### src/rtl/key_checker_pkg.sv
// Purpose: shared state encoding and width helpers for the key checker slice.
// Latency: n/a (types and constant functions only).
// Backpressure: n/a.
// Contents: state_t enum, cnt_w() (width holding 0..n), idx_w() (width addressing 0..n-1).
package key_checker_pkg;

  typedef enum logic [1:0] {
    COLLECT = 2'd0,
    CHECK   = 2'd1,
    DONE    = 2'd2,
    LOCKOUT = 2'd3
  } state_t;

  // Width of a counter holding values 0..n. Never narrower than one bit, so
  // a disabled feature (n = 0) still gets a legal vector.
  function automatic int unsigned cnt_w(input int unsigned n);
    return (n < 1) ? 1 : $clog2(n + 1);
  endfunction

  // Width of an index addressing 0..n-1, never narrower than one bit.
  function automatic int unsigned idx_w(input int unsigned n);
    return (n < 2) ? 1 : $clog2(n);
  endfunction

  localparam int unsigned DEF_SYM_W     = 2;
  localparam int unsigned DEF_KEY_LEN   = 4;
  localparam int unsigned DEF_MAX_FAILS = 3;

endpackage

### src/rtl/key_checker_param_if.sv
// Purpose: bundle of the symbol handshake, key/restart controls and status outputs.
// Latency: n/a (wiring only).
// Backpressure: sym_ready from the checker side throttles sym_valid/sym_in.
// Modports: master = symbol source / controller, slave = key_checker_param.
interface key_checker_param_if #(
  parameter int unsigned SYM_W     = key_checker_pkg::DEF_SYM_W,
  parameter int unsigned KEY_LEN   = key_checker_pkg::DEF_KEY_LEN,
  parameter int unsigned MAX_FAILS = key_checker_pkg::DEF_MAX_FAILS
);
  localparam int unsigned FC_W = key_checker_pkg::cnt_w(MAX_FAILS);
  localparam int unsigned CC_W = key_checker_pkg::cnt_w(KEY_LEN);

  logic                     sym_valid;
  logic [SYM_W-1:0]         sym_in;
  logic                     sym_ready;
  logic [KEY_LEN*SYM_W-1:0] key;
  logic                     restart;
  logic                     success;
  logic                     fail;
  logic                     locked;
  logic [FC_W-1:0]          fail_count;
  logic [CC_W-1:0]          check_cycles;

  modport master (
    output sym_valid, sym_in, key, restart,
    input  sym_ready, success, fail, locked, fail_count, check_cycles
  );

  modport slave (
    input  sym_valid, sym_in, key, restart,
    output sym_ready, success, fail, locked, fail_count, check_cycles
  );

endinterface

### src/rtl/key_checker_param_lockout_timer.sv
// Purpose: load/count-down timer measuring the lockout period.
// Latency: o_expired is high in the CYCLES-th cycle after the i_start edge.
// Backpressure: none; i_start reloads the counter at any time.
// Ports: clk, rst (async active-low), i_start (load pulse), o_expired (one-cycle pulse).
module lockout_timer
  import key_checker_pkg::*;
#(
  parameter int unsigned CYCLES = 1000
) (
  input  logic clk,
  input  logic rst,
  input  logic i_start,
  output logic o_expired
);
  localparam int unsigned CNT_W = cnt_w(CYCLES);

  logic [CNT_W-1:0] r_cnt;
  logic             r_active;

  // Loaded with CYCLES on the start edge; the owner sees expired while the
  // count reads 1, so it leaves lockout exactly CYCLES cycles after entering.
  assign o_expired = r_active && (r_cnt == CNT_W'(1));

  always_ff @(posedge clk or negedge rst) begin
    if (!rst) begin
      r_cnt    <= '0;
      r_active <= 1'b0;
    end else if (i_start) begin
      r_cnt    <= CNT_W'(CYCLES);
      r_active <= 1'b1;
    end else if (r_active) begin
      r_cnt <= r_cnt - 1'b1;
      if (r_cnt == CNT_W'(1)) r_active <= 1'b0;
    end
  end

endmodule

### src/rtl/key_checker_param.sv
// Purpose: collect KEY_LEN symbols, compare serially against a snapshotted key, count failures, lock out.
// Latency: verdict at T0+i+1 on first mismatch i (T0+KEY_LEN with KEY_CHECKER_CONSTANT_TIME_EN), T0+KEY_LEN on match.
// Backpressure: sym_ready is high only in COLLECT; symbols offered elsewhere are not taken.
// Ports: clk, rst (async active-low), bus (key_checker_param_if.slave).
// Build option: define KEY_CHECKER_CONSTANT_TIME_EN for a compare whose duration never depends on the data.
module key_checker_param
  import key_checker_pkg::*;
#(
  parameter int unsigned SYM_W          = 2,
  parameter int unsigned KEY_LEN        = 4,
  parameter int unsigned MAX_FAILS      = 3,
  parameter int unsigned LOCKOUT_CYCLES = 1000
) (
  input  logic               clk,
  input  logic               rst,
  key_checker_param_if.slave bus
);
  localparam int unsigned      IDX_W    = idx_w(KEY_LEN);
  localparam int unsigned      FC_W     = cnt_w(MAX_FAILS);
  localparam int unsigned      CC_W     = cnt_w(KEY_LEN);
  localparam logic [IDX_W-1:0] LAST_IDX = IDX_W'(KEY_LEN - 1);
  localparam logic [FC_W-1:0]  FC_LOCK  = FC_W'(MAX_FAILS);

  state_t           r_state;
  logic [IDX_W-1:0] r_idx;
  logic [IDX_W-1:0] r_cmp_idx;
  logic [SYM_W-1:0] r_buf [KEY_LEN];
  logic [SYM_W-1:0] r_key [KEY_LEN];
  logic             r_success;
  logic             r_fail;
  logic             r_locked;
  logic [FC_W-1:0]  r_fail_count;
  logic [CC_W-1:0]  r_check_cycles;

  logic             w_sym_mm;
  logic             w_last;
  logic             w_decide;
  logic             w_bad;
  logic [FC_W-1:0]  w_fc_inc;
  logic             w_lock_trip;
  logic             w_lock_start;
  logic             w_timer_expired;

  assign w_sym_mm = (r_buf[r_cmp_idx] != r_key[r_cmp_idx]);
  assign w_last   = (r_cmp_idx == LAST_IDX);

`ifdef KEY_CHECKER_CONSTANT_TIME_EN
  // Sticky mismatch: every symbol is visited, the verdict waits for the last.
  logic r_mm_acc;
  assign w_decide = w_last;
  assign w_bad    = r_mm_acc | w_sym_mm;
`else
  // Early exit on the first mismatch; the data-dependent duration is the
  // side channel this block exists to demonstrate.
  assign w_decide = w_last | w_sym_mm;
  assign w_bad    = w_sym_mm;
`endif

  assign w_fc_inc     = (r_fail_count == '1) ? r_fail_count : r_fail_count + 1'b1;
  assign w_lock_trip  = (MAX_FAILS > 0) && (w_fc_inc == FC_LOCK);
  assign w_lock_start = (r_state == CHECK) && w_decide && w_bad && w_lock_trip;

  lockout_timer #(
    .CYCLES(LOCKOUT_CYCLES)
  ) u_lockout_timer (
    .clk      (clk),
    .rst      (rst),
    .i_start  (w_lock_start),
    .o_expired(w_timer_expired)
  );

  assign bus.sym_ready    = (r_state == COLLECT);
  assign bus.success      = r_success;
  assign bus.fail         = r_fail;
  assign bus.locked       = r_locked;
  assign bus.fail_count   = r_fail_count;
  assign bus.check_cycles = r_check_cycles;

  always_ff @(posedge clk or negedge rst) begin
    if (!rst) begin
      r_state        <= COLLECT;
      r_idx          <= '0;
      r_cmp_idx      <= '0;
      for (int i = 0; i < KEY_LEN; i++) begin
        r_buf[i] <= '0;
        r_key[i] <= '0;
      end
      r_success      <= 1'b0;
      r_fail         <= 1'b0;
      r_locked       <= 1'b0;
      r_fail_count   <= '0;
      r_check_cycles <= '0;
`ifdef KEY_CHECKER_CONSTANT_TIME_EN
      r_mm_acc       <= 1'b0;
`endif
    end else begin
      r_fail <= 1'b0;
      unique case (r_state)
        COLLECT: begin
          // restart outranks a simultaneous symbol, which is dropped.
          if (bus.restart) begin
            r_idx <= '0;
          end else if (bus.sym_valid) begin
            r_buf[r_idx] <= bus.sym_in;
            if (r_idx == LAST_IDX) begin
              // Snapshot the key so later changes cannot alter this attempt.
              for (int i = 0; i < KEY_LEN; i++) r_key[i] <= bus.key[SYM_W*i +: SYM_W];
              r_idx     <= '0;
              r_cmp_idx <= '0;
              r_state   <= CHECK;
`ifdef KEY_CHECKER_CONSTANT_TIME_EN
              r_mm_acc  <= 1'b0;
`endif
            end else begin
              r_idx <= r_idx + 1'b1;
            end
          end
        end
        CHECK: begin
`ifdef KEY_CHECKER_CONSTANT_TIME_EN
          r_mm_acc <= w_bad;
`endif
          if (w_decide) begin
            r_check_cycles <= CC_W'(r_cmp_idx) + CC_W'(1);
            if (w_bad) begin
              r_fail       <= 1'b1;
              r_fail_count <= w_fc_inc;
              r_idx        <= '0;
              if (w_lock_trip) begin
                r_locked <= 1'b1;
                r_state  <= LOCKOUT;
              end else begin
                r_state  <= COLLECT;
              end
            end else begin
              r_success    <= 1'b1;
              r_fail_count <= '0;
              r_state      <= DONE;
            end
          end else begin
            r_cmp_idx <= r_cmp_idx + 1'b1;
          end
        end
        DONE: begin
          if (bus.restart) begin
            r_success <= 1'b0;
            r_idx     <= '0;
            r_state   <= COLLECT;
          end
        end
        LOCKOUT: begin
          if (w_timer_expired) begin
            r_locked     <= 1'b0;
            r_fail_count <= '0;
            r_idx        <= '0;
            r_state      <= COLLECT;
          end
        end
        default: r_state <= COLLECT;
      endcase
    end
  end

endmodule

### src/flat_wrapper.sv
// flat-port wrapper written by rule: the top's interface ports become plain ports
module key_checker_param_flat import key_checker_pkg::*;
#(
  parameter int unsigned SYM_W          = 2,
  parameter int unsigned KEY_LEN        = 4,
  parameter int unsigned MAX_FAILS      = 3,
  parameter int unsigned LOCKOUT_CYCLES = 1000
)
  (clk, rst, bus_sym_valid, bus_sym_in, bus_key, bus_restart, bus_sym_ready, bus_success, bus_fail, bus_locked, bus_fail_count, bus_check_cycles);
  key_checker_param_if #(.SYM_W(SYM_W), .KEY_LEN(KEY_LEN), .MAX_FAILS(MAX_FAILS)) bus_i ();
  input  logic clk;
  input  logic rst;
  input wire logic [$bits(bus_i.sym_valid)-1:0] bus_sym_valid;
  input wire logic [$bits(bus_i.sym_in)-1:0] bus_sym_in;
  input wire logic [$bits(bus_i.key)-1:0] bus_key;
  input wire logic [$bits(bus_i.restart)-1:0] bus_restart;
  output wire logic [$bits(bus_i.sym_ready)-1:0] bus_sym_ready;
  output wire logic [$bits(bus_i.success)-1:0] bus_success;
  output wire logic [$bits(bus_i.fail)-1:0] bus_fail;
  output wire logic [$bits(bus_i.locked)-1:0] bus_locked;
  output wire logic [$bits(bus_i.fail_count)-1:0] bus_fail_count;
  output wire logic [$bits(bus_i.check_cycles)-1:0] bus_check_cycles;
  assign bus_i.sym_valid = bus_sym_valid;
  assign bus_i.sym_in = bus_sym_in;
  assign bus_i.key = bus_key;
  assign bus_i.restart = bus_restart;
  assign bus_sym_ready = bus_i.sym_ready;
  assign bus_success = bus_i.success;
  assign bus_fail = bus_i.fail;
  assign bus_locked = bus_i.locked;
  assign bus_fail_count = bus_i.fail_count;
  assign bus_check_cycles = bus_i.check_cycles;
  key_checker_param #(.SYM_W(SYM_W), .KEY_LEN(KEY_LEN), .MAX_FAILS(MAX_FAILS), .LOCKOUT_CYCLES(LOCKOUT_CYCLES)) u_core (.clk(clk), .rst(rst), .bus(bus_i));
endmodule
### config.mk
export PLATFORM = sky130hd
export DESIGN_NAME = key_checker_param_flat
export DESIGN_NICKNAME = d
export VERILOG_FILES = /design/src/rtl/key_checker_pkg.sv /design/src/rtl/key_checker_param_if.sv /design/src/rtl/key_checker_param_lockout_timer.sv /design/src/rtl/key_checker_param.sv /design/src/flat_wrapper.sv
export SDC_FILE = /design/constraint.sdc
export NUM_CORES = 1
export LEC_CHECK = 0
export CORE_MARGIN = 2
export CORE_UTILIZATION = 55
export DETAILED_ROUTE_END_ITERATION = 6
export PLACE_DENSITY = 0.78
export SLEW_MARGIN = 0
export SYNTH_ARGS = -nofsm -noshare
export SYNTH_HDL_FRONTEND = slang
export SYNTH_SLANG_ARGS = --single-unit
export TNS_END_PERCENT = 20
### constraint.sdc
create_clock -name clk -period 2.16 [get_ports clk]
set_input_delay 0.648 -clock clk [delete_from_list [all_inputs] [get_ports clk]]
set_output_delay 0.648 -clock clk [all_outputs]
set_load 0.02 [all_outputs]
# Word-level counts from Yosys, hierarchy flattened
# Cells that the tools add are included.
# op_classes
add_sub_neg	5
multipliers	0
div_mod_pow	0
order_cmp	3
eq_ne	20
n_shift	0
n_mux	50
bitwise	4
reduce_logical	19
# ops
cell	n
two-way mux 2 bit	25
two-way mux 10 bit	2
case mux 2 bit (4 select lines)	2
AND reduction 5 bit	3
two-way mux 1 bit	13
== test 2 bit, second input constant	6
inequality test 2 bit, second input constant	6
== test 10 x 1 -> 1 bit, second input constant	1
subtractor 10 x 1 -> 10 bit, second input constant	1
binary-select mux 2 bit (select 2 bit)	2
bitwise mux 8 bit	1
inequality test 2 x 1 -> 1 bit, second input constant	4
case mux 2 bit (2 select lines)	2
AND reduction 4 bit	2
nonzero test 2 bit	4
adder 2 x 1 -> 2 bit, second input constant	3
>= comparator 3 bit, second input constant	2
NOT 2 -> 3 bit	2
AND reduction 3 bit	2
AND reduction 6 bit	1
logical AND 1 bit	5
demux 2 bit (select 2 bit)	1
case mux 1 bit (2 select lines)	2
adder 2 x 1 -> 3 bit, second input constant	1
other kinds (8)	8
# word_totals
regBits	41
latch_bits	0
mem_bits_rw	0
rom_bits	0
inputBits	14
output_inout_bits	9
elab_cells	119
memories	0

# Depth between registers and ports, before layout
# Gate-level depths: netlist (run 1).
# depth
word_depth	10
depth_mapped	7
depth_no_buf	7

# Modules after synthesis
# From an unflattened synthesis (run 1), not the netlist that was laid out.
# unflattened
cells_unflattened	199
area_unflattened_um2	2152.1
# modules_own_cells
mod	n_inst	cells_per_inst	area_each_um2	seq_area_each_um2
key_checker_param	1	139	1564.0	750.7
lockout_timer	1	60	588.1	275.3

# Worst setup path after synthesis (run 1)
# OpenSTA, ideal clock, no wires.
# synth_path
path_kind	register to register
startpoint	register u_core.u_lockout_timer.r_cnt[1]
endpoint	register u_core.r_fail_count[0], in the netlist u_core.bus.fail_count[0]
setup_ns	0.121
arrival_ns	1.694
required_time_ns	2.039
slack_ns	0.345
path_stages_with_launch	8
n_path_buf	0
period_less_slack_ns	1.815
cell_sequence	dfrtp_1 inv_1 ha_1 or3b_2 nor4_4 a31o_4 o31ai_1 a22o_1
# synth_between
elab_chain_cells	4
# synth_rtl
item	line_no	text
from (decl)	key_checker_param_lockout_timer.sv:17	logic [CNT_W-1:0] r_cnt;
from (signal assigned)	key_checker_param_lockout_timer.sv:29	r_cnt <= CNT_W'(CYCLES);
from (signal assigned)	key_checker_param_lockout_timer.sv:32	r_cnt <= r_cnt - 1'b1;
== test 10 x 1 -> 1 bit	key_checker_param_lockout_timer.sv:22	assign o_expired = r_active && (r_cnt == CNT_W'(1));
logical AND 1 bit	key_checker_param_lockout_timer.sv:22	
inequality test 2 bit (no line)	n/a	
AND reduction 3 bit (no line)	n/a	
to (signal assigned)	key_checker_param.sv:127	r_fail_count <= w_fc_inc;
to (decl)	key_checker_param.sv:32	logic [FC_W-1:0] r_fail_count;
# Every way passes these cells.
# A chain may end at the register's enable or synchronous reset.

# Worst setup path in the final report (run 1)
# layout_path
startpoint	register u_core.r_fail_count[1], in the netlist u_core.bus.fail_count[1]
endpoint	output bus_fail_count[1]
# layout_lines
item	line_no	text
to (decl)	flat_wrapper.sv:21	output wire logic [$bits(bus_i.fail_count)-1:0] bus_fail_count;
# No word-level cell between the ends.

==> out/metrics.cfg, run 1 <==
[status]
outcome=completed

[die]
initial_core_util=0.567
die_area_mm2=0.00425
die_y_um=65.2
coreArea_mm2=0.00363
dieWidth_um=65.2
io_pins=23
num_rows=22

[placement]
io_buffers=22
place_congestion=0.790
place_hpwl_um=2900
dp.cells=260
placed_area_mm2=0.00237
place_ws_ns=0.00788

[yosys]
yosys_warnings=0
synth_most_common_cell=dfrtp_1
synth_common_cells=dfrtp_1 (41), nand2_1 (25), mux2_2 (17)
syn_nets=209
synth-seq-cells=41
synth.distinct_cells=41
yosysSeqAreaShare=0.498
yosysTopAreaCellShare=0.498
synth_area_leader_cell=dfrtp_1
synthFlopType=dfrtp_1
ys_async_sr_fraction=1.00
mappedNetlistArea_mm2=0.00206
syn_inst=188
synth-edff-count=0
synth_area_leaders=dfrtp_1 (50%), mux2_2 (9.3%), xnor2_1 (5.1%), nand2_1 (4.6%), ha_1 (4.3%)
syn_avg_cell_area_um2=11.0

[routing]
final_antenna_net_count=0
drc=0
drt_iter0_drc=78
wirelength_um=3910
dr_total_vias=1502
first_pass_iters=4
via_per_inst=5.63
wire_per_inst_um=14.6

[power]
p_seq_frac=0.587
total_power_mw=1.31
p_int_mw=1.04
swShare=0.201
leakagePower_nw=1.16
clkPwrFrac=0.378
ir_drop_mv=0.375
power.switching_uw=262
power.density_mw_per_mm2=532
combPwrFrac=0.035

[cells_and_area]
layout-drive-gt1-share=0.192
antenna_cells=0
seq_area_mm2=0.00103
layout.cells.non_filler=267
fin_nets=240
nFillCells=288
final_area_mm2=0.00245
synthToLayoutAreaGrowth_pct=19.2
multi_input_area_um2=961

[global_routing]
grt_max_degree=42
grt_pass1_vias=1483
antenna_found_initial=0
globalRouteTotalUtil=0.211
grt_first_pass_wirelength_um=6910
grt_overflow=0

[setup_path]
crit_buf_inv=1
cp_slowest_cell=clkdlybuf4s50_1
critPathMaxStageDelay_ns=0.64
r2r_slack_ns=0.19
startpoint_type=register
cp.arrival_ns=1.39
required_ns=1.51
crit_type=reg -> out
critPathMaxFanout=7
end_kind=output pin
cp_cell_sequence=clkdlybuf4s50_1
cp_top_family=buffers and inverters

[timing]
fin_skew_ns=0.00274
slew_violations=0
setup_tns_ns=0
setup_violations=0
period_minus_slack_ns=2.04
setup_slack_ns=0.123
rsz0062_at_grt=no
fmax_mhz=491
fin_crit_sh=0.943
hold_viol_final=0
tightest_slew_ns=0.433
relSlewSlack=0.711

[clock_tree]
numClockSinks=41
htree_levels=2
clock_latency_ns=0.29
post_cts_resized=0
cts_setup_buffers=0
cts_buffers=5
clk_path_buf_depth=2
ctsHoldBuffers=0
clkTransAtPathRegs_ns=0.07
cts_tree=built
clock-root-buffer=clkbuf_8

[min_path]
worstHoldPathType=in -> async

[run]
cap_violations=0

## placed cells by master (no fill, tap or decap), types with 2 or more instances in the layout
cell / n
nand4_1: 3
clkdlybuf4s50_1: 21
or4_4: 2
clkbuf_8: 6
xor2_1: 4
buf_4: 6
mux2_2: 17
nor3_1: 5
inv_1: 11
nand2_1: 25
nand4b_1: 2
ha_1: 7
dfrtp_1: 41
a31oi_1: 4
nor4_1: 2
nor2b_1: 2
nand2b_1: 2
nand3_1: 5
xnor2_1: 12
o21ai_0: 7
a21oi_1: 2
nor2_1: 11
## state kept, by name, indices dropped and copies added (netlist names)
register                         count
u_core.r_idx                         2
u_core.r_buf                         8
u_core.u_lockout_timer.r_cnt        10
u_core.bus.fail_count                2
u_core.r_state                       2
u_core.bus.fail                      1
u_core.u_lockout_timer.r_active      1
u_core.r_key                         8
u_core.bus.check_cycles              3
u_core.bus.success                   1
u_core.r_cmp_idx                     2
u_core.bus.locked                    1
## power groups by stage
stage,Clock (mW),Sequential (mW),Combinational [mW]
floorplan,0,0.782,0.000929
global placement,0,0.782,0.0450
detailed placement,0,0.782,0.0462
CTS,0.511,0.767,0.0463
global route,0.548,0.767,0.0495
finish,0.494,0.767,0.0451
## cells by family (layout without fill, tap and decap cells)
group | after synthesis | count (layout) | synth area share
simple gates | 68 | 68 | 0.180
buf+inv | 16 | 47 | 0.0352
xor+xnor | 16 | 16 | 0.0680
fa+ha+maj | 7 | 7 | 0.0425
flops | 41 | 41 | 0.498
mux | 18 | 18 | 0.0978
compound gates | 22 | 22 | 0.0778
## area by class of cell
| class | instances | share of cell area |
|---|---|---|
| clock buffers | 7 | 0.0352 |
| flip-flops and latches | 41 | 0.418 |
| inverters | 11 | 0.0168 |
| multi-input cells | 131 | 0.391 |
| well taps | 48 | 0.0245 |
| repair buffers | 29 | 0.114 |
## path summary, 6_finish.rpt
kind	start	endpoint	cells after the start
min in group clk	u_core.bus.check_cycles[1]$_DFFE_PN0P_	u_core.bus.check_cycles[1]$_DFFE_PN0P_	1
min reg2reg	u_core.bus.check_cycles[1]$_DFFE_PN0P_	u_core.bus.check_cycles[1]$_DFFE_PN0P_	1
min	rst	u_core.u_lockout_timer.r_cnt[9]$_DFFE_PN0P_	2
max in group asynchronous	rst	u_core.r_buf[3]$_DFFE_PN0P_	2
max reg2reg	u_core.u_lockout_timer.r_cnt[1]$_DFFE_PN0P_	u_core.bus.locked$_DFFE_PN0P_	7
max	u_core.bus.fail_count[1]$_DFFE_PN0P_	bus_fail_count[1]	1
## per-layer routing
layer	global-route usage	part of all wire	vias up
li1	-	-	718
met1	0.273	0.44	738
met2	0.347	0.50	38
met3	0.0445	0.044	8
met4	0.0859	0.019	0
met5	0	0	-
## through the flow
stage | hold WS (ns) | utilization
floorplan | 0.352 | -
global placement | 0.494 | 0.652
detailed placement | 0.507 | 0.652
CTS | 0.325 | 0.676
global route | 0.335 | 0.676
finish | 0.323 | 0.676
Power figures use the tool's default switching activity.
==> run 2: changes to the inputs <==
--- a/config.mk
+++ b/config.mk
@@ -8,6 +8,7 @@
 export CORE_MARGIN = 2
 export CORE_UTILIZATION = 55
 export DETAILED_ROUTE_END_ITERATION = 6
+export MAX_ROUTING_LAYER = met4
 export PLACE_DENSITY = 0.78
 export SLEW_MARGIN = 0
 export SYNTH_ARGS = -nofsm -noshare
==> out/metrics.cfg, run 2 (synthesis results as in run 1) <==
[timing]
setup_violations=0
setup_tns_ns=0
fmax_mhz=491
fin_skew_ns=0.00321
rsz0062_at_grt=no
fin_crit_sh=0.943
relSlewSlack=0.711
tightest_slew_ns=0.432
period_minus_slack_ns=2.04
hold_viol_final=0
hold_slack_ns=0.320
slew_violations=0

[clock_tree]
htree_levels=2
clock_latency_ns=0.29
numClockSinks=41
cts_tree=built
clk_path_buf_depth=2
ctsHoldBuffers=0
clock-root-buffer=clkbuf_8
post_cts_resized=0
clkTransAtPathRegs_ns=0.07
cts_buffers=5
cts_setup_buffers=0

[min_path]
worstHoldPathType=in -> async

[placement]
place_congestion=0.801
io_buffers=22
place_hpwl_um=2900

[cells_and_area]
multi_input_area_um2=961
largest_reg_flops=10
final_common_cell=dfrtp_1
mostFrequentLayoutCells=dfrtp_1 (41), nand2_1 (25), clkdlybuf4s50_1 (21), mux2_2 (17), xnor2_1 (12)
seq_area_mm2=0.00103
antenna_cells=0
largestRegisters=u_core.u_lockout_timer.r_cnt (10), u_core.r_buf (8), u_core.r_key (8)
nFillCells=288
largest-register=u_core.u_lockout_timer.r_cnt
synthToLayoutAreaGrowth_pct=19.2
layout-drive-gt1-share=0.192
fin_nets=240

[power]
p_int_mw=1.04
power.switching_uw=263
combPwrFrac=0.034
p_seq_frac=0.587
ir_drop_mv=0.375
clkPwrFrac=0.379
swShare=0.201
leakagePower_nw=1.16
power.density_mw_per_mm2=533

[setup_path]
r2r-end=u_core.bus.locked$_DFFE_PN0P_
critPathMaxFanout=7
r2r_slack_ns=0.19
crit_buf_inv=1
ff2ff_path_depth=7
critPathMaxStageDelay_ns=0.64
cp.arrival_ns=1.39
cp_top_family=buffers and inverters
r2r_start=u_core.u_lockout_timer.r_cnt[1]$_DFFE_PN0P_
required_ns=1.51
cp_cell_sequence=clkdlybuf4s50_1
cp_slowest_cell=clkdlybuf4s50_1
startpoint_type=register
crit_type=reg -> out
end_kind=output pin

[routing]
final_antenna_net_count=0
dr_total_vias=1514
drt_iter0_drc=87
via_per_inst=5.67
drc=0
first_pass_iters=4
wirelength_um=3900
wire_per_inst_um=14.6

[die]
initial_core_util=0.567
io_pins=23
coreArea_mm2=0.00363
dieWidth_um=65.2
die_y_um=65.2
die_area_mm2=0.00425
num_rows=22

[run]
cap_violations=0

[global_routing]
grt_pass1_vias=1480
antenna_found_initial=0
globalRouteTotalUtil=0.218
grt_overflow=0
grt_first_pass_wirelength_um=6920
grt_max_degree=42

[status]
outcome=completed

-- run 2: cell counts in the layout (fill, tap and decap cells not counted) --
No cell type changed its count.
-- run 2: layout make-up --
| class | count | area share |
|---|---|---|
| well taps | 48 | 0.0245 |
| repair buffers | 29 | 0.114 |
| flip-flops and latches | 41 | 0.418 |
| inverters | 11 | 0.0168 |
| clock buffers | 7 | 0.0352 |
| multi-input cells | 131 | 0.391 |
-- run 2: routing by layer --
layer	routed length, um	part of all wire	vias to the layer above	global-route usage
li1	-	-	719	-
met1	1750	0.45	753	0.277
met2	1940	0.50	34	0.346
met3	137	0.035	8	0.0428
met4	74	0.019	0	0.0859
met5	0	0	-	-
-- run 2: power by group through the flow --
stage          Combinational (mW)  Sequential, mW  Clock, mW
2_1_floorplan            0.000929           0.782          0
3_3_place_gp               0.0450           0.782          0
3_5_place_dp               0.0462           0.782          0
4_1_cts                    0.0463           0.767      0.511
5_1_grt                    0.0495           0.767      0.548
6_report                   0.0450           0.767      0.496
-- run 2: per-stage QoR --
stage / power [mW] / cells / util / area (um2) / worst slack, ns
after floorplan: 0.783 / 188 / - / 2060 / 0.345
after global placement: 0.827 / 260 / 0.652 / 2370 / 0.0397
after detailed placement: 0.828 / 260 / 0.652 / 2370 / 0.00788
after CTS: 1.32 / 267 / 0.676 / 2450 / 0.113
after global routing: 1.36 / 267 / 0.676 / 2450 / 0.0516
final: 1.31 / 267 / 0.676 / 2450 / 0.124
-- run 2: worst max-delay path by stage --
stage | from | to | slack [ns] | depth (start not counted)
6_report | u_core.bus.fail_count[1]$_DFFE_PN0P_ | bus_fail_count[1] | 0.12 | 1
5_1_grt | u_core.u_lockout_timer.r_cnt[1]$_DFFE_PN0P_ | u_core.bus.fail_count[0]$_DFFE_PN0P_ | 0.05 | 7
4_1_cts | u_core.bus.fail_count[1]$_DFFE_PN0P_ | bus_fail_count[1] | 0.11 | 1
3_5_place_dp | bus_restart | u_core.r_buf[0]$_DFFE_PN0P_ | 0.008 | 6
3_3_place_gp | bus_sym_valid | u_core.r_buf[3]$_DFFE_PN0P_ | 0.04 | 5
2_1_floorplan | u_core.u_lockout_timer.r_cnt[1]$_DFFE_PN0P_ | u_core.bus.fail_count[0]$_DFFE_PN0P_ | 0.34 | 7
